$ cat src/rtl/trigger_pkg.sv
// Shared types and constants for the per-channel trigger/acquisition stage.
package trigger_pkg;

  localparam int unsigned SAMPLE_WIDTH   = 16;
  localparam int unsigned BASELINE_WIDTH = 13;

  typedef enum logic [1:0] {
    ACQ_OFF       = 2'd0,
    ACQ_THRESHOLD = 2'd1,
    ACQ_FORCED    = 2'd2,
    ACQ_RESERVED  = 2'd3
  } acq_mode_e;

  localparam int unsigned TRIG_RISING_BIT  = 0;
  localparam int unsigned TRIG_FALLING_BIT = 1;

  typedef enum logic [1:0] {
    IDLE  = 2'd0,
    ARMED = 2'd1,
    TRIG  = 2'd2,
    POST  = 2'd3
  } state_e;

  // Baseline-corrected sample: 17-bit difference saturated back to 16 bits.
  function automatic logic signed [SAMPLE_WIDTH-1:0] sat_sub(
    input logic signed [SAMPLE_WIDTH-1:0]   sample,
    input logic signed [BASELINE_WIDTH-1:0] baseline
  );
    logic [SAMPLE_WIDTH:0] diff;
    diff = {sample[SAMPLE_WIDTH-1], sample}
         - {{(SAMPLE_WIDTH + 1 - BASELINE_WIDTH){baseline[BASELINE_WIDTH-1]}}, baseline};
    if (diff[SAMPLE_WIDTH] != diff[SAMPLE_WIDTH-1]) begin
      sat_sub = diff[SAMPLE_WIDTH] ? {1'b1, {(SAMPLE_WIDTH-1){1'b0}}}
                                   : {1'b0, {(SAMPLE_WIDTH-1){1'b1}}};
    end else begin
      sat_sub = diff[SAMPLE_WIDTH-1:0];
    end
  endfunction

endpackage

$ cat src/rtl/trigger_acquisition_unit_if.sv
// Config, sample and framed-output bundle of the trigger/acquisition stage.
// TIMESTAMP exists only when TRIGGER_TIMESTAMP_EN is defined.
interface trigger_acquisition_unit_if #(
  parameter int unsigned MAX_PRE_ACQUISITION_LENGTH  = 2,
  parameter int unsigned MAX_POST_ACQUISITION_LENGTH = 2
);
  import trigger_pkg::*;

  localparam int unsigned PRE_W  = $clog2(MAX_PRE_ACQUISITION_LENGTH) + 1;
  localparam int unsigned POST_W = $clog2(MAX_POST_ACQUISITION_LENGTH) + 1;

  logic                             SET_CONFIG;
  logic                             STOP;
  logic [1:0]                       ACQUIRE_MODE;
  logic [3:0]                       TRIGGER_TYPE;
  logic signed [SAMPLE_WIDTH-1:0]   RISING_EDGE_THRESHOLD;
  logic signed [SAMPLE_WIDTH-1:0]   FALLING_EDGE_THRESHOLD;
  logic signed [BASELINE_WIDTH-1:0] H_GAIN_BASELINE;
  logic [PRE_W-1:0]                 PRE_ACQUISITION_LENGTH;
  logic [POST_W-1:0]                POST_ACQUISITION_LENGTH;
  logic [15:0]                      MAX_TRIGGER_LENGTH;
  logic signed [SAMPLE_WIDTH-1:0]   SAMPLE_IN;
  logic                             SAMPLE_VALID;
  logic signed [SAMPLE_WIDTH-1:0]   DATA_OUT;
  logic                             DATA_VALID;
  logic                             FRAME_START;
  logic                             FRAME_END;
  logic                             BUSY;
`ifdef TRIGGER_TIMESTAMP_EN
  logic [47:0]                      TIMESTAMP;
`endif

  modport master (
`ifdef TRIGGER_TIMESTAMP_EN
    input  TIMESTAMP,
`endif
    output SET_CONFIG, STOP, ACQUIRE_MODE, TRIGGER_TYPE, RISING_EDGE_THRESHOLD,
           FALLING_EDGE_THRESHOLD, H_GAIN_BASELINE, PRE_ACQUISITION_LENGTH,
           POST_ACQUISITION_LENGTH, MAX_TRIGGER_LENGTH, SAMPLE_IN, SAMPLE_VALID,
    input  DATA_OUT, DATA_VALID, FRAME_START, FRAME_END, BUSY
  );

  modport slave (
`ifdef TRIGGER_TIMESTAMP_EN
    output TIMESTAMP,
`endif
    input  SET_CONFIG, STOP, ACQUIRE_MODE, TRIGGER_TYPE, RISING_EDGE_THRESHOLD,
           FALLING_EDGE_THRESHOLD, H_GAIN_BASELINE, PRE_ACQUISITION_LENGTH,
           POST_ACQUISITION_LENGTH, MAX_TRIGGER_LENGTH, SAMPLE_IN, SAMPLE_VALID,
    output DATA_OUT, DATA_VALID, FRAME_START, FRAME_END, BUSY
  );

endinterface

$ cat src/rtl/pre_acquisition_buffer.sv
// Valid-gated sample delay line with a runtime tap; tap 0 passes the input straight through.
module pre_acquisition_buffer #(
  parameter int unsigned MAX_DEPTH = 2,
  parameter int unsigned WIDTH     = 16,
  parameter int unsigned TAP_W     = $clog2(MAX_DEPTH) + 1
) (
  input  logic                    i_clk,
  input  logic                    i_rst,
  input  logic                    i_valid,
  input  logic signed [WIDTH-1:0] i_data,
  input  logic [TAP_W-1:0]        i_tap,
  output logic signed [WIDTH-1:0] o_data
);

  logic signed [WIDTH-1:0] r_line [MAX_DEPTH];
  logic signed [WIDTH-1:0] r_data;
  logic signed [WIDTH-1:0] w_tap;

  // r_line[k] holds the sample k+1 valid strobes older than i_data.
  always_comb begin
    w_tap = i_data;
    for (int unsigned k = 1; k <= MAX_DEPTH; k++) begin
      if (i_tap == TAP_W'(k)) w_tap = r_line[k-1];
    end
  end

  always_ff @(posedge i_clk) begin
    if (i_rst) begin
      for (int unsigned k = 0; k < MAX_DEPTH; k++) r_line[k] <= '0;
      r_data <= '0;
    end else if (i_valid) begin
      r_line[0] <= i_data;
      for (int unsigned k = 1; k < MAX_DEPTH; k++) r_line[k] <= r_line[k-1];
      r_data <= w_tap;
    end
  end

  assign o_data = r_data;

endmodule

$ cat src/rtl/trigger_acquisition_unit.sv
// Per-channel baseline correction, threshold trigger and pre/post window framing.
// Optional TRIGGER_TIMESTAMP_EN adds a 48-bit trigger timestamp output.
module trigger_acquisition_unit
  import trigger_pkg::*;
#(
  parameter int unsigned MAX_PRE_ACQUISITION_LENGTH  = 2,
  parameter int unsigned MAX_POST_ACQUISITION_LENGTH = 2
) (
  input logic ACLK,
  input logic ARESET,
  trigger_acquisition_unit_if.slave bus_if
);

  localparam int unsigned PRE_W  = $clog2(MAX_PRE_ACQUISITION_LENGTH) + 1;
  localparam int unsigned POST_W = $clog2(MAX_POST_ACQUISITION_LENGTH) + 1;
  localparam int unsigned REM_W  =
    $clog2(MAX_PRE_ACQUISITION_LENGTH + MAX_POST_ACQUISITION_LENGTH + 1) + 1;
  localparam logic [PRE_W-1:0]  PRE_MAX  = PRE_W'(MAX_PRE_ACQUISITION_LENGTH);
  localparam logic [POST_W-1:0] POST_MAX = POST_W'(MAX_POST_ACQUISITION_LENGTH);

  state_e                           r_state, w_state_next;
  acq_mode_e                        r_mode, w_mode_in;
  logic                             r_rise_en, r_fall_en;
  logic signed [SAMPLE_WIDTH-1:0]   r_rising, r_falling;
  logic signed [BASELINE_WIDTH-1:0] r_baseline;
  logic [PRE_W-1:0]                 r_pre, r_fill, w_pre_clamped;
  logic [POST_W-1:0]                r_post, w_post_clamped;
  logic [15:0]                      r_max_len, r_trig_cnt, w_trig_cnt;
  logic [REM_W-1:0]                 r_remaining, w_pp_sum;
  logic signed [SAMPLE_WIDTH-1:0]   r_cs, r_prev_cs;
  logic                             r_cs_valid;
  logic                             r_data_valid, r_frame_start, r_frame_end;
  logic w_cfg_load, w_arm_mode, w_start, w_in_trig, w_trig_end, w_post_last;
  logic w_gate, w_frame_end, w_rise_hit, w_fall_hit, w_len_hit;
  logic w_unused_type;

  assign w_unused_type  = ^bus_if.TRIGGER_TYPE[3:2];
  assign w_mode_in      = acq_mode_e'(bus_if.ACQUIRE_MODE);
  assign w_arm_mode     = (w_mode_in == ACQ_THRESHOLD) || (w_mode_in == ACQ_FORCED);
  assign w_cfg_load     = bus_if.SET_CONFIG && !bus_if.STOP && (r_state == IDLE);
  assign w_pre_clamped  = (bus_if.PRE_ACQUISITION_LENGTH > PRE_MAX) ? PRE_MAX
                                                                     : bus_if.PRE_ACQUISITION_LENGTH;
  assign w_post_clamped = (bus_if.POST_ACQUISITION_LENGTH > POST_MAX) ? POST_MAX
                                                                       : bus_if.POST_ACQUISITION_LENGTH;
  assign w_pp_sum       = REM_W'(r_pre) + REM_W'(r_post);

  always_ff @(posedge ACLK) begin
    if (ARESET) begin
      r_mode     <= ACQ_OFF;
      r_rise_en  <= 1'b0;
      r_fall_en  <= 1'b0;
      r_rising   <= '0;
      r_falling  <= '0;
      r_baseline <= '0;
      r_pre      <= '0;
      r_post     <= '0;
      r_max_len  <= '0;
    end else if (w_cfg_load) begin
      r_mode     <= w_mode_in;
      r_rise_en  <= bus_if.TRIGGER_TYPE[TRIG_RISING_BIT];
      r_fall_en  <= bus_if.TRIGGER_TYPE[TRIG_FALLING_BIT];
      r_rising   <= bus_if.RISING_EDGE_THRESHOLD;
      r_falling  <= bus_if.FALLING_EDGE_THRESHOLD;
      r_baseline <= bus_if.H_GAIN_BASELINE;
      r_pre      <= w_pre_clamped;
      r_post     <= w_post_clamped;
      r_max_len  <= bus_if.MAX_TRIGGER_LENGTH;
    end
  end

  // Stage 1: corrected sample; the previous valid cs feeds the rising-crossing test.
  always_ff @(posedge ACLK) begin
    if (ARESET) begin
      r_cs       <= '0;
      r_cs_valid <= 1'b0;
      r_prev_cs  <= '0;
    end else begin
      r_cs_valid <= bus_if.SAMPLE_VALID;
      if (bus_if.SAMPLE_VALID) r_cs <= sat_sub(bus_if.SAMPLE_IN, r_baseline);
      if (r_cs_valid) r_prev_cs <= r_cs;
    end
  end

  pre_acquisition_buffer #(
    .MAX_DEPTH (MAX_PRE_ACQUISITION_LENGTH),
    .WIDTH     (SAMPLE_WIDTH),
    .TAP_W     (PRE_W)
  ) u_pre_buf (
    .i_clk   (ACLK),
    .i_rst   (ARESET),
    .i_valid (r_cs_valid),
    .i_data  (r_cs),
    .i_tap   (r_pre),
    .o_data  (bus_if.DATA_OUT)
  );

  always_ff @(posedge ACLK) begin
    if (ARESET) r_state <= IDLE;
    else        r_state <= w_state_next;
  end

  always_comb begin
    w_state_next = r_state;
    if (bus_if.STOP) begin
      w_state_next = IDLE;
    end else begin
      unique case (r_state)
        IDLE:    if (w_cfg_load && w_arm_mode) w_state_next = ARMED;
        ARMED: begin
          if (w_start) begin
            if (!w_trig_end)          w_state_next = TRIG;
            else if (w_pp_sum != '0)  w_state_next = POST;
          end
        end
        TRIG:    if (w_trig_end) w_state_next = (w_pp_sum == '0) ? ARMED : POST;
        POST:    if (w_post_last) w_state_next = ARMED;
        default: w_state_next = IDLE;
      endcase
    end
  end

  // Decode of the sample currently in stage 1; gating lands on its stage-2 tap output.
  always_comb begin
    w_rise_hit  = r_rise_en && (r_cs >= r_rising) && (r_prev_cs < r_rising);
    w_start     = r_cs_valid && (r_state == ARMED) && (r_fill >= r_pre)
               && ((r_mode == ACQ_FORCED) || ((r_mode == ACQ_THRESHOLD) && w_rise_hit));
    w_in_trig   = w_start || (r_cs_valid && (r_state == TRIG));
    w_trig_cnt  = (r_state == TRIG) ? r_trig_cnt + 16'd1 : 16'd1;
    w_fall_hit  = r_fall_en && (r_cs < r_falling);
    w_len_hit   = (r_max_len != '0) && (w_trig_cnt == r_max_len);
    w_trig_end  = w_in_trig && (w_fall_hit || w_len_hit);
    w_post_last = r_cs_valid && (r_state == POST) && (r_remaining == REM_W'(1));
    w_gate      = w_in_trig || (r_cs_valid && (r_state == POST));
    w_frame_end = (w_trig_end && (w_pp_sum == '0)) || w_post_last;
  end

  always_ff @(posedge ACLK) begin
    if (ARESET) begin
      r_fill      <= '0;
      r_trig_cnt  <= '0;
      r_remaining <= '0;
    end else begin
      if (w_cfg_load && w_arm_mode) begin
        r_fill <= '0;
      end else if (r_cs_valid && (r_state != IDLE) && (r_fill < r_pre)) begin
        r_fill <= r_fill + PRE_W'(1);
      end
      if (w_in_trig) r_trig_cnt <= w_trig_cnt;
      if (w_trig_end) begin
        r_remaining <= w_pp_sum;
      end else if (r_cs_valid && (r_state == POST)) begin
        r_remaining <= r_remaining - REM_W'(1);
      end
    end
  end

  always_ff @(posedge ACLK) begin
    if (ARESET) begin
      r_data_valid  <= 1'b0;
      r_frame_start <= 1'b0;
      r_frame_end   <= 1'b0;
    end else begin
      r_data_valid  <= !bus_if.STOP && w_gate;
      r_frame_start <= !bus_if.STOP && w_start;
      r_frame_end   <= !bus_if.STOP && w_frame_end;
    end
  end

  assign bus_if.DATA_VALID  = r_data_valid;
  assign bus_if.FRAME_START = r_frame_start;
  assign bus_if.FRAME_END   = r_frame_end;
  assign bus_if.BUSY        = (r_state != IDLE);

`ifdef TRIGGER_TIMESTAMP_EN
  logic [47:0] r_ts_counter, r_timestamp;

  always_ff @(posedge ACLK) begin
    if (ARESET) begin
      r_ts_counter <= '0;
      r_timestamp  <= '0;
    end else begin
      r_ts_counter <= r_ts_counter + 48'd1;
      if (w_start && !bus_if.STOP) r_timestamp <= r_ts_counter;
    end
  end

  assign bus_if.TIMESTAMP = r_timestamp;
`endif

endmodule
$ cat src/flat_wrapper.sv
// flat-port wrapper written by rule: the top's interface ports become plain ports
module trigger_acquisition_unit_flat import trigger_pkg::*;
#(
  parameter int unsigned MAX_PRE_ACQUISITION_LENGTH  = 2,
  parameter int unsigned MAX_POST_ACQUISITION_LENGTH = 2
)
  (ACLK, ARESET, bus_if_SET_CONFIG, bus_if_STOP, bus_if_ACQUIRE_MODE, bus_if_TRIGGER_TYPE, bus_if_RISING_EDGE_THRESHOLD, bus_if_FALLING_EDGE_THRESHOLD, bus_if_H_GAIN_BASELINE, bus_if_PRE_ACQUISITION_LENGTH, bus_if_POST_ACQUISITION_LENGTH, bus_if_MAX_TRIGGER_LENGTH, bus_if_SAMPLE_IN, bus_if_SAMPLE_VALID, bus_if_DATA_OUT, bus_if_DATA_VALID, bus_if_FRAME_START, bus_if_FRAME_END, bus_if_BUSY);
  trigger_acquisition_unit_if #(.MAX_PRE_ACQUISITION_LENGTH(MAX_PRE_ACQUISITION_LENGTH), .MAX_POST_ACQUISITION_LENGTH(MAX_POST_ACQUISITION_LENGTH)) bus_if_i ();
  input logic ACLK;
  input logic ARESET;
  input wire logic [$bits(bus_if_i.SET_CONFIG)-1:0] bus_if_SET_CONFIG;
  input wire logic [$bits(bus_if_i.STOP)-1:0] bus_if_STOP;
  input wire logic [$bits(bus_if_i.ACQUIRE_MODE)-1:0] bus_if_ACQUIRE_MODE;
  input wire logic [$bits(bus_if_i.TRIGGER_TYPE)-1:0] bus_if_TRIGGER_TYPE;
  input wire logic [$bits(bus_if_i.RISING_EDGE_THRESHOLD)-1:0] bus_if_RISING_EDGE_THRESHOLD;
  input wire logic [$bits(bus_if_i.FALLING_EDGE_THRESHOLD)-1:0] bus_if_FALLING_EDGE_THRESHOLD;
  input wire logic [$bits(bus_if_i.H_GAIN_BASELINE)-1:0] bus_if_H_GAIN_BASELINE;
  input wire logic [$bits(bus_if_i.PRE_ACQUISITION_LENGTH)-1:0] bus_if_PRE_ACQUISITION_LENGTH;
  input wire logic [$bits(bus_if_i.POST_ACQUISITION_LENGTH)-1:0] bus_if_POST_ACQUISITION_LENGTH;
  input wire logic [$bits(bus_if_i.MAX_TRIGGER_LENGTH)-1:0] bus_if_MAX_TRIGGER_LENGTH;
  input wire logic [$bits(bus_if_i.SAMPLE_IN)-1:0] bus_if_SAMPLE_IN;
  input wire logic [$bits(bus_if_i.SAMPLE_VALID)-1:0] bus_if_SAMPLE_VALID;
  output wire logic [$bits(bus_if_i.DATA_OUT)-1:0] bus_if_DATA_OUT;
  output wire logic [$bits(bus_if_i.DATA_VALID)-1:0] bus_if_DATA_VALID;
  output wire logic [$bits(bus_if_i.FRAME_START)-1:0] bus_if_FRAME_START;
  output wire logic [$bits(bus_if_i.FRAME_END)-1:0] bus_if_FRAME_END;
  output wire logic [$bits(bus_if_i.BUSY)-1:0] bus_if_BUSY;
  assign bus_if_i.SET_CONFIG = bus_if_SET_CONFIG;
  assign bus_if_i.STOP = bus_if_STOP;
  assign bus_if_i.ACQUIRE_MODE = bus_if_ACQUIRE_MODE;
  assign bus_if_i.TRIGGER_TYPE = bus_if_TRIGGER_TYPE;
  assign bus_if_i.RISING_EDGE_THRESHOLD = bus_if_RISING_EDGE_THRESHOLD;
  assign bus_if_i.FALLING_EDGE_THRESHOLD = bus_if_FALLING_EDGE_THRESHOLD;
  assign bus_if_i.H_GAIN_BASELINE = bus_if_H_GAIN_BASELINE;
  assign bus_if_i.PRE_ACQUISITION_LENGTH = bus_if_PRE_ACQUISITION_LENGTH;
  assign bus_if_i.POST_ACQUISITION_LENGTH = bus_if_POST_ACQUISITION_LENGTH;
  assign bus_if_i.MAX_TRIGGER_LENGTH = bus_if_MAX_TRIGGER_LENGTH;
  assign bus_if_i.SAMPLE_IN = bus_if_SAMPLE_IN;
  assign bus_if_i.SAMPLE_VALID = bus_if_SAMPLE_VALID;
  assign bus_if_DATA_OUT = bus_if_i.DATA_OUT;
  assign bus_if_DATA_VALID = bus_if_i.DATA_VALID;
  assign bus_if_FRAME_START = bus_if_i.FRAME_START;
  assign bus_if_FRAME_END = bus_if_i.FRAME_END;
  assign bus_if_BUSY = bus_if_i.BUSY;
  trigger_acquisition_unit #(.MAX_PRE_ACQUISITION_LENGTH(MAX_PRE_ACQUISITION_LENGTH), .MAX_POST_ACQUISITION_LENGTH(MAX_POST_ACQUISITION_LENGTH)) u_core (.ACLK(ACLK), .ARESET(ARESET), .bus_if(bus_if_i));
endmodule
$ cat config.mk
export PLATFORM = sky130hd
export DESIGN_NAME = trigger_acquisition_unit_flat
export DESIGN_NICKNAME = d
export VERILOG_FILES = /design/src/rtl/trigger_pkg.sv /design/src/rtl/trigger_acquisition_unit_if.sv /design/src/rtl/pre_acquisition_buffer.sv /design/src/rtl/trigger_acquisition_unit.sv /design/src/flat_wrapper.sv
export SDC_FILE = /design/constraint.sdc
export NUM_CORES = 1
export LEC_CHECK = 0
export ABC_AREA = 1
export CAP_MARGIN = 10
export CORE_ASPECT_RATIO = 0.8
export CORE_MARGIN = 8
export CORE_UTILIZATION = 60
export DETAILED_ROUTE_END_ITERATION = 8
export GPL_ROUTABILITY_DRIVEN = 0
export GPL_TIMING_DRIVEN = 0
export PLACE_DENSITY_LB_ADDON = 0.08
export SYNTH_ARGS = -nofsm -noshare
export SYNTH_HDL_FRONTEND = slang
export SYNTH_SLANG_ARGS = --single-unit
$ cat constraint.sdc
create_clock -name ACLK -period 6.27 [get_ports ACLK]
set_clock_uncertainty 0.05 [all_clocks]
set_input_delay 1.881 -clock ACLK [delete_from_list [all_inputs] [get_ports ACLK]]
set_output_delay 1.881 -clock ACLK [all_outputs]
set_load 0.005 [all_outputs]
==> key figures, run 1 <==
Clocking
  – Clock slew at reported path FFs: around 0.06 ns
  – CTS Buf Count: 17
  – CTS resizes: 0
  – Root Driver: clkbuf_16
  – # hold bufs at CTS: 0
  – Clock latency on the worst-skew pair: between 0.4 and 0.5 ns
  – Post-CTS Setup Inserts: 0
  – Max clock buf depth: 2
  – Clock sinks: between 150 and 200
  – H-tree Lvls: 4
  – CTS tree: done

Placement
  – DP HPWL: ~19,000 µm
  – PortBufs: 109
  – Pre-CTS WS: ~1.3 ns

Yosys
  – EDFF count, synth: 32
  – Seq/Total Area, Yosys: 41.9%
  – Net Count, Synth: about 1,400
  – Mapped Cells: ~1,200
  – Yosys cell types: between 40 and 50
  – Register bit total from synthesis: 177
  – Top_reg_cell synth: dfxtp_1
  – Mapped Area: a little over 9000 µm²
  – Asr flop ratio synth: 0%
  – Syn_area_per_cell: 7.75 µm²
  – Synth warn: 0

Final layout
  – Most common cell after layout, fill and taps aside: nand2_1
  – Filler Cells Inserted: between 1,000 and 1,500
  – Area Growth Syn to Fin: 21.0%
  – Ant. Diodes: 0
  – Fraction of layout cells with a size suffix above 1: roughly 4.7%
  – Commonest cells after routing, fill and taps aside: nand2_1 (156), inv_1 (152), a21oi_1 (148)
  – # nets final: 1,485
  – Fin util: 74.4%

Pwr
  – Worst vdd ir: 0.000191 V
  – Pwr/cell area: between 200 and 300 nW/µm²
  – Static leakage: 4.69 nW

Floorplan
  – Die height: between 100 and 150 µm
  – Cell Rows: 40
  – Initial core utilization: 61.4%
  – Number of primary I/O pins: about 110
  – Die area: between 15,000 and 20,000 µm²
  – Width of the die: 155 µm
  – Core Area: approximately 15,000 µm²

GRT
  – Vias in the first global route: just over 8,000
  – First-pass GRT wire length: between 40,000 and 50,000 µm
  – GRT Resource Usage Total: ~26%
  – Grt ovf: 0
  – Initial antenna violation count: 0
  – Largest net degree at the start of global routing: 34

Setup path
  – Critical path data required time: ~6.6 ns
  – Crit end category: flop
  – Critical Path AT: 4.90 ns
  – Critical path class: input pin to flop
  – Critical Path Start Type: input pin
  – Worst Path Max Fanout: 10

Timing
  – Slew @ Worst Pin: roughly 0.75 ns
  – Setup tns final: 0 ns
  – Worst Setup Slack, final: ~1.7 ns
  – Max-slew headroom: about half
  – RSZ-0062 raised after global routing: false
  – Tcrit/Tclk final: 73.4%
  – Maximum clock frequency: between 0.2 and 0.25 GHz
  – Slew Viols, Final: 0
  – Fin crit period: 4.60 ns
  – Hold slack: 0.410 ns
  – Final Setup Violations: 0
  – Final hold viol count: 0

Routing
  – Vias/cell: roughly 5.7
  – Number of DRC markers in iteration 0: approximately 810
  – First-pass iteration count of the detailed router: 7
  – Final antenna-violating net count: 0
  – Post-DR wirelength/cell: between 15 and 20 µm
  – Post-route DRC: 0
  – Vias after detailed routing: 8,599
  – Total Wirelength: roughly 25,000 µm

Worst hold path
  – Hold Crit Class: flop to flop

Run status
  – Status: finished, final reports clean

Flow run
  – Max-cap violations: 0
==> metal layers <==
| metal | GRT usage, % | part of all wire [%] | wire length (µm) | up-vias |
|---|---|---|---|---|
| li1 | - | - | - | 4264 |
| met1 | 34.9 | 45 | 11300 | 3921 |
| met2 | 38.5 | 43 | 10800 | 376 |
| met3 | 6.58 | 9.2 | 2280 | 38 |
| met4 | 9.20 | 2.3 | 570 | 0 |
| met5 | 0 | 0 | 0 | - |
==> layout make-up <==
cell class                 instances  area, µm²  area share [%]
buffer                            51        200            1.79
inverter                         153        574            5.14
sequential                       177       3860            34.6
clock inverter                     5       77.6           0.695
timing repair buffer             110       1120            10.0
clock buffer                      27        507            4.54
tap                              189        236            2.12
multi-input combinational        809       4590            41.1
==> state kept, by name (all words and copies together), names as in the netlist, 2 cells and up <==
register	flops
u_core.r_post	2
u_core.r_max_len	16
u_core.r_prev_cs	16
u_core.r_baseline	13
u_core.r_mode	2
u_core.r_pre	2
u_core.r_fill	2
u_core.r_cs	16
u_core.r_trig_cnt	16
u_core.u_pre_buf.o_data	16
u_core.r_state	2
u_core.r_falling	16
u_core.r_rising	16
u_core.u_pre_buf.r_line	32
u_core.r_remaining	4
==> cells in the mapped netlist, drive strengths merged, types with 18 or more instances <==
| cell type | number | area share (%) |
|---|---|---|
| ha | 72 | 9.8 |
| a21oi | 148 | 8.0 |
| inv | 153 | 6.2 |
| o21ai | 139 | 7.6 |
| nand2 | 160 | 6.7 |
| nand3 | 62 | 3.6 |
| clkbuf | 42 | 1.7 |
| nor2 | 119 | 5.0 |
| o31ai | 18 | 1.5 |
| edfxtp | 32 | 10 |
| dfxtp | 145 | 31 |
| nand4 | 19 | 1.3 |
==> power by group <==
part	leakage (nW)	internal [mW]	switching, mW	total [mW]
Sequential	1.53	1.24	0.0676	1.30
Clock	0.285	0.634	0.423	1.06
Combinational	2.88	0.246	0.339	0.585
==> path summary, 6_finish.rpt <==
check,from,to,slack (ns),cells after the start
min reg2reg,u_core.r_baseline[9]$_SDFFE_PP0P_,u_core.r_baseline[9]$_SDFFE_PP0P_,0.41,2
max reg2reg,u_core.r_baseline[0]$_SDFFE_PP0P_,u_core.r_cs[5]$_SDFFE_PP0P_,3.35,12
min,u_core.r_baseline[9]$_SDFFE_PP0P_,u_core.r_baseline[9]$_SDFFE_PP0P_,0.41,2
max,bus_if_SAMPLE_IN[0],u_core.r_cs[5]$_SDFFE_PP0P_,1.67,14
==> through the flow <==
step	power [mW]	cell area, µm²	instances
global placement	1.87	10600	1488
floorplan	1.68	9220	1190
detailed placement	1.89	10600	1488
CTS	2.94	11100	1520
global route	3.08	11200	1521
finish	2.94	11200	1521
==> worst max-delay path, stage by stage <==
cell and delay (ns):
clkdlybuf4s50_1 0.47, inv_1 0.05, ha_1 0.25, fa_1 0.42, o21ai_0 0.31, a21boi_1 0.17, o21ai_2 0.21, nand3_1 0.12
nand3_1 0.10, nand2_1 0.12, o21ai_0 0.27, inv_1 0.13, buf_2 0.21, a21oi_1 0.17
==> cells by family after synthesis <==
logic type	count (synthesis)	share of synthesized area [%]
xor+xnor	22	2.09
simple gates	377	17.6
fa+ha+maj	74	10.2
buf+inv	204	8.40
flops	177	41.9
compound gates	336	19.8
Note: power is estimated with default switching activity, not from simulation.
==> run 2, diff against run 1 <==
--- a/config.mk
+++ b/config.mk
@@ -9,7 +9,7 @@
 export CAP_MARGIN = 10
 export CORE_ASPECT_RATIO = 0.8
 export CORE_MARGIN = 8
-export CORE_UTILIZATION = 60
+export CORE_UTILIZATION = 51
 export DETAILED_ROUTE_END_ITERATION = 8
 export GPL_ROUTABILITY_DRIVEN = 0
 export GPL_TIMING_DRIVEN = 0
==> constraint.sdc (replaced) <==
create_clock -name ACLK -period 4.2 [get_ports ACLK]
set_clock_uncertainty 0.05 [all_clocks]
set_input_delay 1.26 -clock ACLK [delete_from_list [all_inputs] [get_ports ACLK]]
set_output_delay 1.26 -clock ACLK [all_outputs]
set_load 0.005 [all_outputs]
==> key figures, run 2 (synthesis gave the netlist of run 1 again) <==
GRT
  – Largest net degree at the start of global routing: 20 (-41%)
  – Vias in the first global route: 7,591 (-7.9%)
  – First-pass GRT wire length: 39,600 µm (-2.4%)
  – Grt ovf: 0 (unchanged)
  – GRT Resource Usage Total: 21.8% (-3.8 points)
  – Initial antenna violation count: 0 (unchanged)

Clocking
  – Root Driver: clkbuf_16
  – Clock sinks: 177 (unchanged)
  – Post-CTS Setup Inserts: 0 (unchanged)
  – H-tree Lvls: 4 (unchanged)
  – # hold bufs at CTS: 0 (unchanged)
  – CTS tree: done
  – CTS resizes: 0 (unchanged)
  – Clock slew at reported path FFs: 0.07 ns (about the same)
  – CTS Buf Count: 17 (unchanged)
  – Max clock buf depth: 2 (unchanged)
  – Clock latency on the worst-skew pair: 0.44 ns (+0.02 ns)

Timing
  – Max-slew headroom: 42.9% (-6.7 points)
  – Final Setup Violations: 0 (unchanged)
  – Slew @ Worst Pin: 0.854 ns (+0.0997 ns)
  – Slew Viols, Final: 0 (unchanged)
  – Final hold viol count: 0 (unchanged)
  – RSZ-0062 raised after global routing: false
  – Tcrit/Tclk final: 91.4%
  – Worst Setup Slack, final: 0.360 ns (-1.31 ns)
  – Fin crit period: between 3 and 4 ns
  – Maximum clock frequency: 0.260 GHz

Worst hold path
  – End of the worst hold path: u_core.r_baseline[4]$_SDFFE_PP0P_
  – Hold Crit Class: flop to flop
  – Worst Min Path Start: u_core.r_baseline[4]$_SDFFE_PP0P_
  – Hold Path Depth: 2 (unchanged)

Setup path
  – Top delay family on crit path: compound AO/OA/AOI/OAI gates
  – RR Endpoint: u_core.r_trig_cnt[4]$_SDFFE_PP0N_
  – Peak per-stage delay on the critical path: 0.49 ns (+0.02 ns)
  – Critical path class: input pin to flop
  – Critical Path AT: 4.15 ns (-0.75 ns)
  – Crit-path cells: clkdlybuf4s50_1 -> inv_1 -> ha_1 -> fa_1 -> o21ai_0 -> a21boi_1 -> o21ai_2 -> nand3_1 -> nand3_1 -> nand2_1 -> o21ai_0 -> inv_1 -> buf_2 -> a21oi_1
  – Worst reg-to-reg setup slack: 1.33 ns (-2.02 ns)
  – Worst Reg-to-Reg Cells: 13 (+1)
  – Critical Path Start Type: input pin
  – Slowest CP cell: clkdlybuf4s50_1
  – R2R Path Start: u_core.r_cs[11]$_SDFFE_PP0P_
  – Worst Path Max Fanout: 10 (unchanged)
  – Critical path data required time: 4.51 ns (-2.06 ns)
  – WP buf/inv: 4 (unchanged)
  – Crit end category: flop

Final layout
  – Reg with most FFs: u_core.u_pre_buf.r_line
  – Area Growth Syn to Fin: 21.7%
  – Fraction of layout cells with a size suffix above 1: 4.95% (+0.30 points)
  – Ant. Diodes: 0 (unchanged)
  – Max reg flops: 32 (unchanged)
  – Commonest cells after routing, fill and taps aside: nand2_1 (156), inv_1 (152), a21oi_1 (148)
  – Fin util: 62.5% (-12 points)
  – Final Non-Filler Cells: 1,562 (+2.7%)
  – Most common cell after layout, fill and taps aside: nand2_1
  – Filler Cells Inserted: 1,663 (+40%)
  – # nets final: 1,485 (unchanged)
  – Design area: 11,200 µm² (+0.55%)

Floorplan
  – Cell Rows: 44 (+10%)
  – Die height: 136 µm (+7.4%)
  – Width of the die: 166 µm (+7.6%)
  – Core Area: 17,900 µm² (+20%)
  – Initial core utilization: 51.4% (-10 points)
  – Number of primary I/O pins: 112 (unchanged)
  – Die area: 22,700 µm² (+16%)

Placement
  – PortBufs: 109 (unchanged)
  – DP Area: 10,600 µm² (+0.63%)
  – DP HPWL: 19,200 µm (+1.1%)
  – Inst Count DP: 1,530 (+2.8%)
  – Pre-CTS WS: -0.0772 ns (-1.35 ns)

Run status
  – Status: finished, final reports clean

Routing
  – Vias/cell: 5.29 (-6.5%)
  – Number of DRC markers in iteration 0: 606 (-25%)
  – Final antenna-violating net count: 0 (unchanged)
  – Total Wirelength: 24,800 µm (-0.59%)
  – Vias after detailed routing: 8,261 (-3.9%)
  – Post-route DRC: 0 (unchanged)
  – Post-DR wirelength/cell: 15.9 µm (-3.2%)
  – First-pass iteration count of the detailed router: 6 (-1)

Pwr
  – Static leakage: 4.69 nW (about the same)
  – Total power: 4.46 mW (+51%)
  – Worst vdd ir: 0.000272 V (+43%)
  – Pwr/cell area: 397 nW/µm² (+51%)

Flow run
  – Max-cap violations: 0 (unchanged)
-- run 2: cell types whose count changed in the layout (fill, tap and decap cells not counted), moves of 2 or more --
cell        before  now
clkbuf_1        46   41
clkbuf_8         4    0
clkinv_4         0    2
clkinvlp_4       1    3
inv_6            0    3
-- run 2: layer usage --
layer  part of all wire [%]  track usage [%]  vias up
li1                       -                -     4267
met4                    1.4             5.04        0
met3                    6.1             4.93       25
met5                      0                0        -
met2                     41             32.2      254
met1                     51             31.8     3715
-- run 2: worst max path at each step --
stage / startpoint / end / slack (ns) / cells past startpoint
2_1_floorplan: bus_if_SAMPLE_IN[0] / u_core.r_cs[2]$_SDFFE_PP0P_ / 0.87 / 13
3_3_place_gp: ARESET / u_core.u_pre_buf.r_line[0][25]$_SDFFCE_PN0P_ / -0.20 / 5
3_5_place_dp: bus_if_SAMPLE_IN[0] / u_core.r_cs[8]$_SDFFE_PP0P_ / -0.08 / 14
4_1_cts: bus_if_SAMPLE_IN[0] / u_core.r_cs[8]$_SDFFE_PP0P_ / 0.37 / 14
5_1_grt: bus_if_SAMPLE_IN[0] / u_core.r_cs[8]$_SDFFE_PP0P_ / 0.02 / 14
6_report: bus_if_SAMPLE_IN[0] / u_core.r_cs[8]$_SDFFE_PP0P_ / 0.36 / 14
-- run 2: final cells by class --
type                    count  area [µm²]  share of cell area [%]
multi-input cells         809        4590                    40.9
flip-flops and latches    177        3860                    34.4
repair buffers            110        1110                    9.85
inverters                 153         574                    5.12
clock buffers              17         425                    3.79
well taps                 230         288                    2.56
plain buffers              51         200                    1.78
clock inverters            15         181                    1.62
-- run 2: power by group --
part,total [mW],switching (mW),leakage [nW],internal (mW)
Combinational,0.863,0.497,2.87,0.366
Clock,1.65,0.710,0.290,0.943
Sequential,1.95,0.101,1.53,1.84
Total,4.46,1.31,4.69,3.15
-- run 2: worst reg2reg max path, stage by stage (launching register included) --
cell	delay, ns
dfxtp_1	0.58
ha_1	0.34
a21oi_1	0.15
nand2_1	0.07
a21oi_1	0.16
nand3_1	0.09
nand3_1	0.13
nand3_1	0.10
nand2_1	0.10
nand2_1	0.12
nand2_1	0.24
clkbuf_1	0.38
o21ai_0	0.15
a21oi_1	0.13
-- run 2: metrics by stage --
stage	hold slack, ns	TNS, ns
3_5_place_dp	0.400	-0.704
6_report	0.407	0
3_3_place_gp	0.395	-6.66
2_1_floorplan	0.383	0
4_1_cts	0.409	0
5_1_grt	0.435	0
==> run 3, diff against run 2 <==
--- a/config.mk
+++ b/config.mk
@@ -12,7 +12,6 @@
 export CORE_UTILIZATION = 51
 export DETAILED_ROUTE_END_ITERATION = 8
 export GPL_ROUTABILITY_DRIVEN = 0
-export GPL_TIMING_DRIVEN = 0
 export PLACE_DENSITY_LB_ADDON = 0.08
 export SYNTH_ARGS = -nofsm -noshare
 export SYNTH_HDL_FRONTEND = slang
==> key figures, run 3 (synthesis gave the netlist of run 1 again) <==
Run status
  – Status: finished, final reports clean

Final layout
  – Fraction of layout cells with a size suffix above 1: 6.08% (+1.1 points)
  – Design area: 11,100 µm² (-0.74%)
  – Reg with most FFs: u_core.u_pre_buf.r_line
  – Most common cell after layout, fill and taps aside: nand2_1
  – Filler Cells Inserted: 1,634 (-1.7%)
  – Max reg flops: 32 (unchanged)
  – Ant. Diodes: 0 (unchanged)
  – Area Growth Syn to Fin: 20.8%
  – Commonest cells after routing, fill and taps aside: nand2_1 (156), inv_1 (151), a21oi_1 (148)
  – Fin util: 62.1% (-0.46 points)
  – Sequential Area: 3860 µm² (unchanged)
  – Area occupied by multi-input gates: 4600 µm² (+0.27%)
  – # nets final: 1,456 (-2.0%)

Routing
  – Met3 wire len: 1330 µm (-12%)
  – Vias/cell: 5.21 (-1.5%)
  – Final antenna-violating net count: 0 (unchanged)
  – Highest routed layer: met4
  – Number of DRC markers in iteration 0: 569 (-6.1%)
  – Post-route DRC: 0 (unchanged)
  – First-pass iteration count of the detailed router: 5 (-1)
  – Met2 WL: 9610 µm (-5.8%)
  – Vias after detailed routing: 7,974 (-3.5%)
  – Post-DR wirelength/cell: 15.3 µm (-3.6%)
  – DRT met1 WL: 12,100 µm (-4.5%)
  – Total Wirelength: 23,400 µm (-5.6%)

GRT
  – First-pass GRT wire length: 38,200 µm (-3.5%)
  – GRT Resource Usage Total: 20.7% (-1.1 points)
  – Vias in the first global route: 7,544 (-0.62%)
  – Grt ovf: 0 (unchanged)
  – Initial antenna violation count: 0 (unchanged)
  – Largest net degree at the start of global routing: 103 (+420%)

Timing
  – Slew @ Worst Pin: 1.08 ns (+0.224 ns)
  – Final Setup Violations: 0 (unchanged)
  – Tcrit/Tclk final: 88.0% (-3.4 points)
  – RSZ-0062 raised after global routing: false
  – Maximum clock frequency: 0.270 GHz (+3.9%)
  – Setup tns final: 0 ns (unchanged)
  – Slew Viols, Final: 0 (unchanged)
  – Final hold viol count: 0 (unchanged)
  – Fin crit period: 3.70 ns (-0.142 ns)
  – Max-slew headroom: 28.1% (-15 points)

Clocking
  – Post-CTS Setup Inserts: 0 (unchanged)
  – # hold bufs at CTS: 0 (unchanged)
  – Clock latency on the worst-skew pair: 0.42 ns (-0.02 ns)
  – Clock slew at reported path FFs: 0.06 ns (about the same)
  – CTS tree: done
  – CTS resizes: 0 (unchanged)
  – Root Driver: clkbuf_16
  – H-tree Lvls: 4 (unchanged)
  – CTS Buf Count: 17 (unchanged)
  – Max clock buf depth: 2 (unchanged)
  – Clock sinks: 177 (unchanged)

Floorplan
  – Number of primary I/O pins: 112 (unchanged)
  – Die height: 136 µm (unchanged)
  – Cell Rows: 44 (unchanged)
  – Core Area: 17,900 µm² (unchanged)
  – Initial core utilization: 51.4% (unchanged)
  – Width of the die: 166 µm (unchanged)
  – Die area: 22,700 µm² (unchanged)

Placement
  – DP Area: 10,600 µm² (about the same)
  – DP HPWL: 17,300 µm (-10%)
  – PortBufs: 109 (unchanged)

Setup path
  – Critical path class: input pin to flop
  – Critical Path Start Type: input pin
  – Critical Path AT: 4.00 ns (-0.15 ns)
  – Worst Path Max Fanout: 13 (+3)
  – Critical path data required time: 4.50 ns (about the same)
  – Crit end category: flop

Flow run
  – Max-cap violations: 0 (unchanged)

Pwr
  – Worst vdd ir: 0.000284 V (+4.1%)
  – Pwr/cell area: 386 nW/µm² (-3.0%)
  – Static leakage: 4.70 nW (+0.11%)

Worst hold path
  – Hold Crit Class: flop to flop
-- run 3: final timing paths --
path                                           from                                 end  slack (ns)  depth (start not counted)
setup / recovery                bus_if_SAMPLE_IN[0]         u_core.r_cs[4]$_SDFFE_PP0P_        0.50                         13
hold / removal    u_core.r_baseline[5]$_SDFFE_PP0P_   u_core.r_baseline[5]$_SDFFE_PP0P_        0.41                          2
setup reg to reg        u_core.r_cs[5]$_SDFFE_PP0P_  u_core.r_remaining[2]$_SDFFE_PP0P_        1.04                         17
hold reg to reg   u_core.r_baseline[5]$_SDFFE_PP0P_   u_core.r_baseline[5]$_SDFFE_PP0P_        0.41                          2
-- run 3: metal layers --
layer / vias to the layer above / GRT usage [%]
li1: 4199 / -
met1: 3589 / 30.1
met2: 169 / 30.6
met3: 17 / 4.56
met4: 0 / 4.89
met5: - / 0
-- run 3: power breakdown --
| group | switching [mW] | internal, mW | total, mW | leakage (nW) |
|---|---|---|---|---|
| sequential | 0.0723 | 1.84 | 1.92 | 1.53 |
| combinational | 0.516 | 0.382 | 0.899 | 2.91 |
| clock | 0.643 | 0.837 | 1.48 | 0.255 |
-- run 3: final cells by class --
cell class	instances	area share [%]
Inverter	153	5.15
Sequential cell	177	34.7
Clock buffer	23	4.20
Tap cell	230	2.58
Timing Repair Buffer	132	11.6
Clock inverter	6	0.550
Multi-Input combinational cell	809	41.3
-- run 3: per-stage QoR --
step	setup WS, ns	hold slack (ns)	power (mW)	std cells
after floorplan	0.870	0.383	2.51	1190
after global placement	0.129	0.395	2.82	1501
after detailed placement	0.0883	0.399	2.84	1501
after CTS	0.487	0.410	4.31	1530
after global routing	0.114	0.433	4.52	1530
final	0.502	0.405	4.30	1530
-- run 3: critical path, cell delays in order --
cell	delay, ns
clkdlybuf4s50_1	0.45
inv_1	0.06
ha_1	0.25
fa_1	0.42
o21ai_0	0.23
a21boi_1	0.14
o21ai_2	0.21
nand3_1	0.11
nand3_1	0.08
nand2_1	0.11
o21ai_0	0.23
inv_1	0.25
a21oi_1	0.20
